**config.mk**
```make
export PLATFORM = sky130hd
export DESIGN_NAME = dec_ram_sched_flat
export DESIGN_NICKNAME = d
export VERILOG_FILES = /design/src/rtl/dec_ram_sched_if.sv /design/src/rtl/dec_ram_sched.sv /design/src/flat_wrapper.sv
export SDC_FILE = /design/constraint.sdc
export NUM_CORES = 1
export LEC_CHECK = 0
export ABC_CLOCK_PERIOD_IN_PS = 2000
export CORE_UTILIZATION = 48
export DETAILED_ROUTE_END_ITERATION = 6
export PLACE_DENSITY = 0.79
export SYNTH_ARGS = -nofsm -noshare
export SYNTH_HDL_FRONTEND = slang
export SYNTH_SLANG_ARGS = --single-unit
```
**constraint.sdc**
```tcl
create_clock -name clk -period 2 [get_ports clk]
set_clock_uncertainty 0.2 [all_clocks]
set_input_delay 0.2 -clock clk [delete_from_list [all_inputs] [get_ports clk]]
set_output_delay 0.2 -clock clk [all_outputs]
set_load 0.01 [all_outputs]
```
**src/rtl/dec_ram_sched_if.sv**
```systemverilog
// Handshake and DEC_RAM port bundle between the iteration scheduler and its environment.
// master is the scheduler side; slave is the decision source / check unit / RAM side.
interface dec_ram_sched_if #(
    parameter int DATA_WIDTH = 1,
    parameter int ADDR_WIDTH = 8
);
    logic                  wr_valid;
    logic [DATA_WIDTH-1:0] wr_data;
    logic                  wr_ready;
    logic                  rd_ready;
    logic                  rd_valid;
    logic [ADDR_WIDTH-1:0] ram_address;
    logic                  ram_we;
    logic                  ram_cs;
    logic                  ram_rs;
    logic [DATA_WIDTH-1:0] ram_data_in;

    modport master (
        input  wr_valid, wr_data, rd_ready,
        output wr_ready, rd_valid, ram_address, ram_we, ram_cs, ram_rs, ram_data_in
    );

    modport slave (
        output wr_valid, wr_data, rd_ready,
        input  wr_ready, rd_valid, ram_address, ram_we, ram_cs, ram_rs, ram_data_in
    );
endinterface

```
**src/rtl/dec_ram_sched.sv**
```systemverilog
// Ping-pong DEC_RAM iteration scheduler: load, then READ/DRAIN/CHECK/WRITE per iteration,
// swapping banks after each WRITE until convergence, the iteration limit, or abort.
module dec_ram_sched #(
    parameter int DATA_WIDTH = 1,
    parameter int ADDR_WIDTH = 8,
    parameter int ITER_WIDTH = 5
) (
    input  logic                  clk,
    input  logic                  rst_n,
    dec_ram_sched_if.master       bus,
    input  logic                  start,
    input  logic                  abort,
    input  logic [ADDR_WIDTH-1:0] n_last,
    input  logic [ITER_WIDTH-1:0] max_iter,
    input  logic                  chk_valid,
    input  logic                  chk_pass,
    output logic                  busy,
    output logic                  done,
    output logic                  converged,
    output logic [ITER_WIDTH-1:0] iter_cnt,
    output logic                  final_bank
);
    typedef enum logic [2:0] {IDLE, LOAD, READ, DRAIN, CHECK, WRITE, DONE} state_t;

    state_t                state, state_nxt;
    logic                  cur_bank;
    logic [ADDR_WIDTH-1:0] addr;
    logic [ADDR_WIDTH-1:0] n_last_q;
    logic [ITER_WIDTH-1:0] max_iter_q;
    logic                  conv_q;
    logic                  rd_valid_q;
    logic                  wr_ready;
    logic                  ram_cs;
    logic                  ram_rs;
    logic                  at_last;
    logic                  wr_hs;
    logic                  rd_issue;

    assign at_last  = (addr == n_last_q);
    assign wr_hs    = wr_ready & bus.wr_valid;
    assign rd_issue = (state == READ) & bus.rd_ready;

    always_ff @(posedge clk or negedge rst_n) begin
        if (!rst_n) state <= IDLE;
        else        state <= state_nxt;
    end

    // NOTE: every output of this block gets a default first, so no path leaves a latch behind.
    always_comb begin
        state_nxt = state;
        wr_ready  = 1'b0;
        ram_cs    = 1'b0;
        ram_rs    = cur_bank;
        case (state)
            IDLE:  if (start) state_nxt = LOAD;
            LOAD: begin
                wr_ready = 1'b1;
                ram_cs   = 1'b1;
                if (bus.wr_valid && at_last) state_nxt = READ;
            end
            READ: begin
                ram_cs = 1'b1;
                if (bus.rd_ready && at_last) state_nxt = DRAIN;
            end
            DRAIN: begin
                ram_cs    = 1'b1;
                state_nxt = CHECK;
            end
            CHECK: begin
                ram_cs = 1'b1;
                if (chk_valid) begin
                    if (chk_pass || (iter_cnt == max_iter_q)) state_nxt = DONE;
                    else                                     state_nxt = WRITE;
                end
            end
            WRITE: begin
                wr_ready = 1'b1;
                ram_cs   = 1'b1;
                ram_rs   = ~cur_bank;
                if (bus.wr_valid && at_last) state_nxt = READ;
            end
            DONE:    state_nxt = IDLE;
            default: state_nxt = IDLE;
        endcase
        if (abort && (state != IDLE)) state_nxt = IDLE;
    end

    // NOTE: sequential state uses non-blocking assignments so every register samples pre-edge values.
    always_ff @(posedge clk or negedge rst_n) begin
        if (!rst_n) begin
            cur_bank   <= 1'b0;
            addr       <= '0;
            iter_cnt   <= '0;
            n_last_q   <= '0;
            max_iter_q <= '0;
            conv_q     <= 1'b0;
            rd_valid_q <= 1'b0;
        end else begin
            rd_valid_q <= rd_issue & ~abort;
            if (state == IDLE) begin
                if (start) begin
                    cur_bank   <= 1'b0;
                    addr       <= '0;
                    iter_cnt   <= '0;
                    conv_q     <= 1'b0;
                    n_last_q   <= n_last;
                    max_iter_q <= max_iter;
                end
            end else if (abort) begin
                addr <= '0;
            end else begin
                if (wr_hs || rd_issue) addr <= at_last ? '0 : addr + 1'b1;
                // Bank swap and iteration count happen together on the last WRITE handshake.
                if ((state == WRITE) && wr_hs && at_last) begin
                    cur_bank <= ~cur_bank;
                    iter_cnt <= iter_cnt + 1'b1;
                end
                if ((state == CHECK) && chk_valid) conv_q <= chk_pass;
            end
        end
    end

    assign busy       = (state != IDLE);
    assign done       = (state == DONE) & ~abort;
    assign converged  = done & conv_q;
    assign final_bank = cur_bank;

    assign bus.wr_ready    = wr_ready;
    assign bus.rd_valid    = rd_valid_q;
    assign bus.ram_address = addr;
    assign bus.ram_we      = wr_hs;
    assign bus.ram_cs      = ram_cs;
    assign bus.ram_rs      = ram_rs;
    assign bus.ram_data_in = bus.wr_data;
endmodule
```
**src/flat_wrapper.sv**
```systemverilog
// flat-port wrapper written by rule: the top's interface ports become plain ports
module dec_ram_sched_flat 
#(
    parameter int DATA_WIDTH = 1,
    parameter int ADDR_WIDTH = 8,
    parameter int ITER_WIDTH = 5
)
  (clk, rst_n, start, abort, n_last, max_iter, chk_valid, chk_pass, busy, done, converged, iter_cnt, final_bank, bus_wr_valid, bus_wr_data, bus_rd_ready, bus_wr_ready, bus_rd_valid, bus_ram_address, bus_ram_we, bus_ram_cs, bus_ram_rs, bus_ram_data_in);
  dec_ram_sched_if #(.DATA_WIDTH(DATA_WIDTH), .ADDR_WIDTH(ADDR_WIDTH)) bus_i ();
  input  logic clk;
  input  logic rst_n;
  input  logic start;
  input  logic abort;
  input  logic [ADDR_WIDTH-1:0] n_last;
  input  logic [ITER_WIDTH-1:0] max_iter;
  input  logic chk_valid;
  input  logic chk_pass;
  output logic busy;
  output logic done;
  output logic converged;
  output logic [ITER_WIDTH-1:0] iter_cnt;
  output logic final_bank;
  input wire logic [$bits(bus_i.wr_valid)-1:0] bus_wr_valid;
  input wire logic [$bits(bus_i.wr_data)-1:0] bus_wr_data;
  input wire logic [$bits(bus_i.rd_ready)-1:0] bus_rd_ready;
  output wire logic [$bits(bus_i.wr_ready)-1:0] bus_wr_ready;
  output wire logic [$bits(bus_i.rd_valid)-1:0] bus_rd_valid;
  output wire logic [$bits(bus_i.ram_address)-1:0] bus_ram_address;
  output wire logic [$bits(bus_i.ram_we)-1:0] bus_ram_we;
  output wire logic [$bits(bus_i.ram_cs)-1:0] bus_ram_cs;
  output wire logic [$bits(bus_i.ram_rs)-1:0] bus_ram_rs;
  output wire logic [$bits(bus_i.ram_data_in)-1:0] bus_ram_data_in;
  assign bus_i.wr_valid = bus_wr_valid;
  assign bus_i.wr_data = bus_wr_data;
  assign bus_i.rd_ready = bus_rd_ready;
  assign bus_wr_ready = bus_i.wr_ready;
  assign bus_rd_valid = bus_i.rd_valid;
  assign bus_ram_address = bus_i.ram_address;
  assign bus_ram_we = bus_i.ram_we;
  assign bus_ram_cs = bus_i.ram_cs;
  assign bus_ram_rs = bus_i.ram_rs;
  assign bus_ram_data_in = bus_i.ram_data_in;
  dec_ram_sched #(.DATA_WIDTH(DATA_WIDTH), .ADDR_WIDTH(ADDR_WIDTH), .ITER_WIDTH(ITER_WIDTH)) u_core (.clk(clk), .rst_n(rst_n), .bus(bus_i), .start(start), .abort(abort), .n_last(n_last), .max_iter(max_iter), .chk_valid(chk_valid), .chk_pass(chk_pass), .busy(busy), .done(done), .converged(converged), .iter_cnt(iter_cnt), .final_bank(final_bank));
endmodule
```
==> run_results.csv <==
group,metric,value,unit
outcome,status,"complete, no violations",
global_routing,overflow,0,
die,core,3420,um^2
detailed_routing,routed_wl,4290,um
sta,rsz0062_at_grt,"yes",
synthesis,synth_most_common_cell,"nand2_1",
sta,max_freq,510,MHz
worst_setup_path,worstPathArrival,2000,ps
sta,tns,0,ps
die,die_x,62.4,um
clock_tree,cts_tree,"done",
synthesis,ys_seq_elements,32,
clock_tree,htreeDepth,2,
die,fp.dieArea,3890,um^2
worst_setup_path,crit_family,"flip-flops",
die,fp.dieH,62.4,um
finish,diodes,0,
sta,relSlewSlack,0.735,
place,dpl_cell_area,2360,um^2
sta,holdWs,47.4,ps
worst_setup_path,cp_num_buf_inv,2,
synthesis,synth-async-reset-ratio,1.00,
finish,multi_input_comb_area,938,um^2
synthesis,synth.distinct_cells,40,
synthesis,syn_area,1750,um^2
pwr,p_leak,1.25,nW
die,row_count,21,
die,io_pins,45,
synthesis,syn_area_per_cell,9.30,um^2
detailed_routing,drc_errors,0,
worst_setup_path,cp_max_fo,6,
worst_setup_path,slowest_delay,420,ps
clock_tree,cts-root-buf,"clkbuf_4",
pwr,seq_power_share,0.333,
place,placement.io_buffers,42,
place,hpwl,2920,um
pwr,switching_share,0.410,
worst_setup_path,r2r-end,"u_core.bus.ram_address[0]",
detailed_routing,first_pass_iters,4,
worst_setup_path,end_kind,"register",
pwr,clkPwrFrac,0.116,
global_routing,grt_util_all_layers,0.226,
detailed_routing,first_iter_violations,95,
synthesis,synthCells,188,
finish,fin_util,0.741,
synthesis,synth_area_leader_cell,"dfrtp_1",
pwr,total_power,2.97,mW
synthesis,ys_top_cells_by_area,"dfrtp_1, nand2_1, xor2_1, o21ai_0, nor4_4",
pwr,p_per_area,1170,nW/um^2
finish,n_fill_cell,254,
sta,finalCriticalPeriod,1960,ps
worst_setup_path,ff2ff_path_depth,6,
worst_setup_path,cp.required,2030,ps
finish,ff_latch_area,803,um^2
global_routing,grt_max_degree,33,
synthesis,synthFlopType,"dfrtp_1",
synthesis,synth_fp_nets,212,
synthesis,synth_warnings,0,
worst_hold_path,hold_class,"input port to async pin",
clock_tree,cts_buffer_depth,2,
finish,fin_area,2530,um^2
sta,worst_slew_pin_slew,394,ps
finish,areaGrowthSynthToFinish,44.8,%
job,max_cap_violations,0,
worst_setup_path,worstSetupPathType,"register to register",
worst_setup_path,reg2reg_from,"u_core.bus.ram_address[2]",
pwr,vdd_ir_drop_max,603,uV
global_routing,antenna_found_initial,0,
clock_tree,clk_latency,340,ps
detailed_routing,detail_route.wl_per_cell,13.8,um
pwr,power.switching,1.22,mW
global_routing,grt_pass1_wl,6820,um
clock_tree,clk_pin_slew,100,ps
synthesis,synth_top_area_share,0.458,
synthesis,ys_seq_area_frac,0.458,
detailed_routing,ant_nets,0,
sta,hold_viol,0,
worst_setup_path,start_kind,"register",
worst_setup_path,cp_slowest_cell,"dfrtp_1",
pwr,p_comb_frac,0.551,
worst_setup_path,worstPathCellList,"xor2_1, nor4_4, buf_4, a221oi_2, buf_2, mux2_2",
clock_tree,cts_buffers,5,
place,gp_congestion,0.810,
detailed_routing,vias,1615,
finish,drive_above_1_share,0.235,
global_routing,grt_pass1_vias,1486,
pwr,p_int,1.75,mW
sta,final-setup-viol-count,0,
synthesis,synthTopCellsByCount,"nand2_1, dfrtp_1, xor2_1",
detailed_routing,viasPerCell,5.21,
sta,finalMaxSlewViolations,0,
sta,final.period_utilization,0.981,
clock_tree,clkSinkCount,32,
finish,nets,288,
worst_setup_path,r2r_slack,40,ps
synthesis,synth_edf_count,0,
die,start_util,0.512,
## power by group through the flow
stage / sequential (mW) / combinational, mW / clock [mW]
final: 0.986 / 1.63 / 0.345
after global routing: 1.01 / 1.79 / 0.385
after CTS: 0.967 / 1.48 / 0.353
after detailed placement: 0.987 / 1.42 / 0
after global placement: 0.979 / 1.38 / 0
after floorplan: 0.955 / 0.886 / 0
## worst max-delay path by stage
stage                                   start                         to  slack, ps  depth (start not counted)
floorplan           u_core.bus.ram_address[6]            u_core.state[0]         80                          5
global placement                        start  u_core.bus.ram_address[0]         10                          6
detailed placement  u_core.bus.ram_address[5]  u_core.bus.ram_address[0]          5                          6
CTS                           u_core.state[1]                 bus_ram_rs          9                          5
global route        u_core.bus.ram_address[6]  u_core.bus.ram_address[3]        -70                          7
finish              u_core.bus.ram_address[2]  u_core.bus.ram_address[0]         40                          6
## cell families (layout without fill, tap and decap cells)
family,count (synthesis),in the layout,synth area share
xor gates and xnor gates,16,16,0.0801
DFF,32,32,0.458
buffers and inverters,12,88,0.0350
adders and majority gates,2,2,0.0143
and+or+nand+nor,88,88,0.258
AOI/OAI and AO/OA,36,36,0.142
muxes,2,2,0.0122
## through the flow
stage	setup WS (ps)	std cells
final	38.0	310
after floorplan	76.1	188
after global routing	-65.6	310
after global placement	12.7	292
after CTS	8.69	304
after detailed placement	4.57	292
## per-layer routing
metal / wire [um] / global-route usage
met4: 75 / 0.0988
met3: 150 / 0.0551
met2: 2200 / 0.365
met5: 0 / 0
met1: 1870 / 0.288
## placed cells by master (no fill, tap or decap), drive strengths merged
| master | count |
|---|---|
| and3b | 1 |
| o41ai | 1 |
| clkdlybuf4s50 | 35 |
| a22o | 4 |
| dfrtp | 32 |
| nor2b | 5 |
| and2 | 4 |
| o31ai | 1 |
| nand2b | 6 |
| nor4 | 2 |
| clkbuf | 7 |
| o21a | 1 |
| buf | 35 |
| and3 | 6 |
| o21ba | 1 |
| dlygate4sd2 | 5 |
| a2111oi | 1 |
| ha | 2 |
| nand3 | 9 |
| o22a | 1 |
| o22ai | 1 |
| nand3b | 1 |
| nor3 | 2 |
| a31o | 1 |
| nor2 | 5 |
| o21ai | 10 |
| a21oi | 6 |
| nor3b | 1 |
| xor2 | 12 |
| mux2 | 1 |
| clkinv | 1 |
| a31oi | 6 |
| dlymetal6s2s | 1 |
| nand2 | 46 |
| inv | 4 |
| a311oi | 1 |
| xnor2 | 4 |
| mux2i | 1 |
| a221oi | 1 |
## timing repair
action	in CTS	in global routing
setup endpoints to repair	8	30
resized for setup	9	15
cloned	0	1
pin swaps	1	4
hold buffers	0	0
setup buffers	5	5
hold endpoints to repair	0	0
## cell type report
type | count | share of cell area
clock buffer | 6 | 0.0163
multi-input combinational | 144 | 0.371
clock inverter | 1 | 0.00198
inverter | 4 | 0.00593
sequential | 32 | 0.317
tap | 46 | 0.0227
timing repair buffer | 77 | 0.265
## registers in the layout (all words and copies together), names as in the netlist
signal and cells:
u_core.bus.ram_address 8, u_core.bus.rd_valid 1, u_core.max_iter_q 5, u_core.state 3, u_core.conv_q 1, u_core.iter_cnt 5
u_core.final_bank 1, u_core.n_last_q 8
Power figures use the tool's default switching activity.
